$ cat src/rtl/ttt_turn_ctrl.sv
// Tic-tac-toe turn sequencer: validates moves, pulses the position decoder,
// keeps both boards, detects win/draw and alternates turns (optional idle forfeit).
module ttt_turn_ctrl #(
    parameter logic        FIRST_PLAYER   = 1'b0,
    parameter int unsigned TIMEOUT_CYCLES = 0,
    parameter int unsigned TO_W           = 32
) (
    input  logic       clk,
    input  logic       rst_n,
    input  logic       new_game,
    input  logic       move_valid,
    input  logic [3:0] move_pos,
    output logic       move_ready,
    output logic [3:0] pos_code,
    output logic       pos_enable,
    output logic [8:0] board_x,
    output logic [8:0] board_o,
    output logic       turn,
    output logic       move_ack,
    output logic       move_err,
    output logic       timeout,
    output logic [1:0] winner,
    output logic [8:0] win_line,
    output logic       game_over
);

    typedef enum logic [2:0] {
        S_WAIT  = 3'd0,
        S_CHECK = 3'd1,
        S_WRITE = 3'd2,
        S_EVAL  = 3'd3,
        S_OVER  = 3'd4
    } state_e;

    localparam int unsigned    N_LINES = 8;
    localparam logic [TO_W-1:0] TO_LAST = TO_W'(TIMEOUT_CYCLES - 1);
    localparam logic            TO_EN   = (TIMEOUT_CYCLES != 0);
    localparam logic [8:0]      LINES [N_LINES] = '{
        9'h007, 9'h038, 9'h1C0, 9'h049, 9'h092, 9'h124, 9'h111, 9'h054
    };

    // OR of every line fully covered by board b
    function automatic logic [8:0] line_union(input logic [8:0] b);
        logic [8:0] u;
        u = '0;
        for (int i = 0; i < int'(N_LINES); i++) begin
            if ((b & LINES[i]) == LINES[i]) u = u | LINES[i];
        end
        return u;
    endfunction

    state_e          state_q, state_d;
    logic [3:0]      pos_q, pos_d;
    logic [3:0]      pos_code_q, pos_code_d;
    logic [8:0]      board_x_q, board_x_d;
    logic [8:0]      board_o_q, board_o_d;
    logic            turn_q, turn_d;
    logic [1:0]      winner_q, winner_d;
    logic [8:0]      win_line_q, win_line_d;
    logic [3:0]      move_cnt_q, move_cnt_d;
    logic [TO_W-1:0] to_cnt_q, to_cnt_d;
    logic            move_ready_q, move_ready_d;
    logic            pos_enable_q, pos_enable_d;
    logic            move_ack_q, move_ack_d;
    logic            move_err_q, move_err_d;
    logic            timeout_q, timeout_d;
    logic            game_over_q, game_over_d;

    logic [15:0]     occ_ext;
    logic [8:0]      cur_board;
    logic [8:0]      cur_lines;

    always_comb begin
        state_d      = state_q;
        pos_d        = pos_q;
        pos_code_d   = pos_code_q;
        board_x_d    = board_x_q;
        board_o_d    = board_o_q;
        turn_d       = turn_q;
        winner_d     = winner_q;
        win_line_d   = win_line_q;
        move_cnt_d   = move_cnt_q;
        to_cnt_d     = '0;
        pos_enable_d = 1'b0;
        move_ack_d   = 1'b0;
        move_err_d   = 1'b0;
        timeout_d    = 1'b0;

        occ_ext   = {7'b0, board_x_q | board_o_q};
        cur_board = turn_q ? board_o_q : board_x_q;
        cur_lines = line_union(cur_board);

        case (state_q)
            S_WAIT: begin
                if (move_valid) begin
                    // legality is resolved here and held in move_err_q for CHECK
                    pos_d      = move_pos;
                    move_err_d = (move_pos > 4'd8) || occ_ext[move_pos];
                    state_d    = S_CHECK;
                end else if (TO_EN && (to_cnt_q == TO_LAST)) begin
                    timeout_d = 1'b1;
                    turn_d    = ~turn_q;
                end else if (TO_EN) begin
                    to_cnt_d = to_cnt_q + TO_W'(1);
                end
            end
            S_CHECK: begin
                if (move_err_q) begin
                    state_d = S_WAIT;
                end else begin
                    state_d      = S_WRITE;
                    pos_code_d   = pos_q;
                    pos_enable_d = 1'b1;
                end
            end
            S_WRITE: begin
                if (turn_q) board_o_d = board_o_q | (9'b1 << pos_q);
                else        board_x_d = board_x_q | (9'b1 << pos_q);
                move_cnt_d = move_cnt_q + 4'd1;
                move_ack_d = 1'b1;
                state_d    = S_EVAL;
            end
            S_EVAL: begin
                if (|cur_lines) begin
                    winner_d   = turn_q ? 2'b10 : 2'b01;
                    win_line_d = cur_lines;
                    state_d    = S_OVER;
                end else if (move_cnt_q == 4'd9) begin
                    winner_d = 2'b11;
                    state_d  = S_OVER;
                end else begin
                    turn_d  = ~turn_q;
                    state_d = S_WAIT;
                end
            end
            S_OVER:  state_d = S_OVER;
            default: state_d = S_WAIT;
        endcase

        // new_game overrides everything, including an in-flight move
        if (new_game) begin
            state_d      = S_WAIT;
            pos_d        = '0;
            pos_code_d   = '0;
            board_x_d    = '0;
            board_o_d    = '0;
            turn_d       = FIRST_PLAYER;
            winner_d     = 2'b00;
            win_line_d   = '0;
            move_cnt_d   = '0;
            to_cnt_d     = '0;
            pos_enable_d = 1'b0;
            move_ack_d   = 1'b0;
            move_err_d   = 1'b0;
            timeout_d    = 1'b0;
        end

        move_ready_d = (state_d == S_WAIT);
        game_over_d  = (state_d == S_OVER);
    end

    always_ff @(posedge clk or negedge rst_n) begin
        if (!rst_n) begin
            state_q      <= S_WAIT;
            pos_q        <= '0;
            pos_code_q   <= '0;
            board_x_q    <= '0;
            board_o_q    <= '0;
            turn_q       <= FIRST_PLAYER;
            winner_q     <= 2'b00;
            win_line_q   <= '0;
            move_cnt_q   <= '0;
            to_cnt_q     <= '0;
            move_ready_q <= 1'b1;
            pos_enable_q <= 1'b0;
            move_ack_q   <= 1'b0;
            move_err_q   <= 1'b0;
            timeout_q    <= 1'b0;
            game_over_q  <= 1'b0;
        end else begin
            state_q      <= state_d;
            pos_q        <= pos_d;
            pos_code_q   <= pos_code_d;
            board_x_q    <= board_x_d;
            board_o_q    <= board_o_d;
            turn_q       <= turn_d;
            winner_q     <= winner_d;
            win_line_q   <= win_line_d;
            move_cnt_q   <= move_cnt_d;
            to_cnt_q     <= to_cnt_d;
            move_ready_q <= move_ready_d;
            pos_enable_q <= pos_enable_d;
            move_ack_q   <= move_ack_d;
            move_err_q   <= move_err_d;
            timeout_q    <= timeout_d;
            game_over_q  <= game_over_d;
        end
    end

    assign move_ready = move_ready_q;
    assign pos_code   = pos_code_q;
    assign pos_enable = pos_enable_q;
    assign board_x    = board_x_q;
    assign board_o    = board_o_q;
    assign turn       = turn_q;
    assign move_ack   = move_ack_q;
    assign move_err   = move_err_q;
    assign timeout    = timeout_q;
    assign winner     = winner_q;
    assign win_line   = win_line_q;
    assign game_over  = game_over_q;

endmodule

$ cat config.mk
export PLATFORM = sky130hd
export DESIGN_NAME = ttt_turn_ctrl
export DESIGN_NICKNAME = d
export VERILOG_FILES = /design/src/rtl/ttt_turn_ctrl.sv
export SDC_FILE = /design/constraint.sdc
export NUM_CORES = 1
export LEC_CHECK = 0
export CORE_AREA = 2 2 80 82
export CTS_CLUSTER_SIZE = 40
export DETAILED_ROUTE_END_ITERATION = 12
export DIE_AREA = 0 0 82 84
export GPL_TIMING_DRIVEN = 1
export PLACE_DENSITY = 0.69
export SLEW_MARGIN = 20
export SYNTH_ARGS = -nofsm -noshare
export SYNTH_HDL_FRONTEND = slang
export SYNTH_SLANG_ARGS = --single-unit
export TNS_END_PERCENT = 10
$ cat constraint.sdc
create_clock -name clk -period 2.4 [get_ports clk]
set_input_delay 0.36 -clock clk [delete_from_list [all_inputs] [get_ports clk]]
set_output_delay 0.36 -clock clk [all_outputs]
set_load 0.1 [all_outputs]
==> qor.txt <==
PWR
------------------------------------------------------------------------------------------------------
Power per cell area                                                                       565.2 nW/um2
Int Pwr                                                                                       1.178 mW
Worst vdd ir                                                                                 0.4254 mV
Clock group share of total power                                                                 27.5%
Leakage power summed over all cells                                                           1.378 nW
Switching power of the nets                                                                  0.5997 mW
Portion of total power attributed to combinational logic                                         20.1%
Switching share of power                                                                        33.73%
Sequential cell fraction of total power                                                          52.4%

ROUTE
------------------------------------------------------------------------------------------------------
Length of routed met2 wiring                                                                  3.187 mm
Number of optimization iterations in the first detailed-route pass                                   4
Vias/cell                                                                                        5.597
Top Metal Used                                                                                    met4
Antenna violation net count after detailed routing                                                   0
Number of DRC markers in iteration 0                                                               122
M1 WL                                                                                         3.063 mm
Met3 routed WL                                                                                  310 um
Sum of routed wire length over all layers                                                     6.638 mm
Residual DRC count                                                                                   0
Via total after detailed routing                                                                 2,222
Average wire per cell in the routed design                                                    16.72 um

CLOCK TREE
------------------------------------------------------------------------------------------------------
Count of cells resized by post-cts repair                                                            0
Worst skew pair latency                                                                        0.30 ns
Clock Sink Count                                                                                    50
H-Tree Depth                                                                                         2
Post-CTS Hold Fix Bufs                                                                               0
Post-CTS Setup Repair Bufs                                                                           0
Number of buffers created by CTS                                                                     5
Max Root-Sink Buffers                                                                                2
Clock transition at the register clock pins on the worst setup and hold paths after CTS        0.09 ns
CTS Root Cell                                                                                 clkbuf_8
TritonCTS clock tree                                                                              done

CRITICAL PATH
------------------------------------------------------------------------------------------------------
Highest fanout seen on the critical path                                                            16
Crit. Startpoint                                                                                  turn
RR Startpoint                                                                                     turn
Reg-to-reg critical path endpoint                                                          win_line[6]
Sort of element at the start of the critical path                                            flip-flop
Worst path arrival time                                                                        2.23 ns
Reg2reg path depth                                                                                   6
Category of the critical setup timing path                                                     reg2reg
Crit. End Element                                                                            flip-flop
Capture point of the critical path                                                         win_line[6]
Worst Path Required                                                                            2.61 ns
R2R Setup Slk                                                                                  0.38 ns

YOSYS
------------------------------------------------------------------------------------------------------
Post-synthesis sequential area ratio                                                            47.31%
Synth Instances                                                                                    277
Synthesized area per cell                                                                    9.558 um2
Mapped cell area                                                                              2648 um2
Top flip-flop cell by instance count after synthesis                                           dfrtp_1
Number of register bits inferred by synthesis                                                       50
FFs w/ async S/R, synth                                                                         100.0%
Count of warnings emitted by yosys                                                                   0
Number of synthesized flops with an enable pin                                                       0
Synthesized netlist net count                                                                      287
Synth cell types                                                                                    53

FLOORPLANNING
------------------------------------------------------------------------------------------------------
Floorplan die height                                                                             84 um
Overall die width                                                                                82 um
Total number of placement rows                                                                      29
Starting density of the core                                                                    43.43%
Area of the core region                                                                       6096 um2
Number of I/O pins                                                                                  48
Die Area                                                                                      6888 um2

FINISH
------------------------------------------------------------------------------------------------------
NumNets Final                                                                                      329
Syn-to-layout area delta                                                                        18.81%
Most common cell after layout, fill and taps aside                                             dfrtp_1
Combined area of the multi-input logic cells                                                  1237 um2
Fraction of layout instances using a drive strength above 1                                     24.06%
Antenna fix cells                                                                                    0
Register area                                                                                 1252 um2
Fin cells                                                                                          397
Fill cells                                                                                         589
Commonest cells after routing, fill and taps aside                                        dfrtp_1, buf_4, nor2_1, nand2_1, a21oi_1
Fraction of the core area covered by cells at the end of the flow                               51.60%

STA
------------------------------------------------------------------------------------------------------
Post-Route Hold Slack                                                                       0.08690 ns
Top achievable clock speed                                                                   495.9 MHz
Final setup margin                                                                           0.3833 ns
RSZ-0062 raised after global routing                                                             false
Final critical-path required period                                                           2.017 ns
Share of the clock period used by the worst path after layout                                   84.03%
Accumulated negative setup slack                                                                  0 ns
Worst slew pin tran                                                                          0.6753 ns
Endpoints failing hold                                                                               0
Headroom to the max-slew limit                                                                  54.98%
Setup-violating endpoint count in the final report                                                   0
Clock skew                                                                                 0.009063 ns
Final count of pins violating max slew                                                               0

JOB
------------------------------------------------------------------------------------------------------
Number of maximum-capacitance constraint violations                                                  0

PLACEMENT
------------------------------------------------------------------------------------------------------
DP Wirelength                                                                                 4.834 mm
Placed cell count                                                                                  389
Pre-CTS WS                                                                                   0.4188 ns
I/O Buffers                                                                                         46
Weighted congestion reported at the end of routability-driven placement                         0.8368

GLOBAL ROUTING
------------------------------------------------------------------------------------------------------
Maximum number of pins on one net before global-route repair                                        31
Via count of the first global-routing pass                                                       2,072
GR Util All Layers                                                                              20.34%
Wire length of the first global-routing pass                                                  10.78 mm
Initial antenna violation count                                                                      0
Total global routing overflow                                                                        0

STATUS
------------------------------------------------------------------------------------------------------
Status                                                                                    finished, final reports clean

HOLD PATH
------------------------------------------------------------------------------------------------------
Worst min-delay path category                                                                 in2async

==> flip-flops by register name, indices dropped and copies added (netlist names), 2 cells and up <==
register and count:
pos_code 4, pos_q 4, board_x 9, state_q 3, board_o 9, winner 2, win_line 9, move_cnt_q 4
==> critical path, stage by stage (launching register included) <==
cell	delay [ns]
dfrtp_1	0.66
nand4b_1	0.20
o211ai_1	0.15
nor4_4	0.40
a21oi_2	0.13
buf_4	0.19
o32ai_2	0.19
==> logic make-up (layout without fill, tap and decap cells) <==
logic type                 Yosys count  in the layout  share of synthesized area, %
AOI/OAI and AO/OA                   74             74                         21.17
xor gates and xnor gates             3              3                        0.9926
adders and majority gates            2              2                        0.9450
buffers and inverters               34             77                         5.954
DFF                                 50             50                         47.31
muxes                                9              9                         3.450
other                                1              1                        0.1416
and+or+nand+nor                    104            104                         20.04
==> stage by stage <==
step           power, mW  instance area, um2
6_report           1.778                3146
5_1_grt            1.857                3146
4_1_cts            1.803                3146
3_5_place_dp       1.307                3059
3_3_place_gp       1.301                3059
2_1_floorplan      1.200                2648
==> worst min path at each step <==
stage	start	slack [ns]	cells past startpoint	to
6_report	rst_n	0.09	1	move_cnt_q[3]
5_1_grt	rst_n	0.12	1	state_q[1]
4_1_cts	rst_n	0.1	1	state_q[1]
3_5_place_dp	rst_n	0.44	1	move_cnt_q[2]
3_3_place_gp	rst_n	0.43	1	move_cnt_q[2]
2_1_floorplan	rst_n	0.06	0	board_o[0]
==> synth_stat cells, types with 2 or more instances <==
library cell | count | area share [%]
dfrtp_1 | 49 | 46
nor2_1 | 47 | 6.7
a21oi_1 | 20 | 3.8
nand2_1 | 20 | 2.8
inv_1 | 14 | 2.0
nand2b_1 | 12 | 2.8
a22oi_1 | 8 | 2.3
clkbuf_1 | 8 | 1.1
mux2i_1 | 8 | 3.0
o21ai_0 | 7 | 1.3
o32ai_2 | 6 | 3.7
a31oi_1 | 5 | 1.2
buf_2 | 5 | 0.95
o21ai_1 | 5 | 0.95
a222oi_1 | 4 | 1.5
a211oi_1 | 3 | 0.85
nand4_1 | 3 | 0.71
nand4b_1 | 3 | 0.99
nor3_1 | 3 | 0.57
nor3_2 | 3 | 1.1
o22ai_1 | 3 | 0.71
buf_1 | 2 | 0.28
buf_4 | 2 | 0.57
buf_6 | 2 | 0.85
ha_1 | 2 | 0.95
nand3_1 | 2 | 0.38
nor2b_1 | 2 | 0.47
o32a_1 | 2 | 0.76
or2_2 | 2 | 0.47
xor2_1 | 2 | 0.66
==> power by group through the flow <==
stage	clock, mW	sequential [mW]	combinational [mW]
after floorplan	0	1.05	0.147
after global placement	0	0.946	0.355
after detailed placement	0	0.948	0.359
after CTS	0.512	0.931	0.360
after global routing	0.538	0.938	0.381
final	0.489	0.932	0.358
==> cell type report <==
cell class,count,share of cell area (%)
Timing Repair Buffer,55,13.37
Sequential cell,50,39.82
Clock inverter,2,0.4375
Tap cell,77,3.063
Multi-Input combinational cell,193,39.34
Clock buffer,6,2.307
Inverter,14,1.671
==> metal layers <==
layer  track usage [%]  vias to the layer above
met3             2.814                        6
met5                 0                        -
met2             31.34                       68
li1                  -                     1065
met1             29.53                     1083
met4             6.061                        0
No activity file was read; power rests on OpenSTA's default activity.
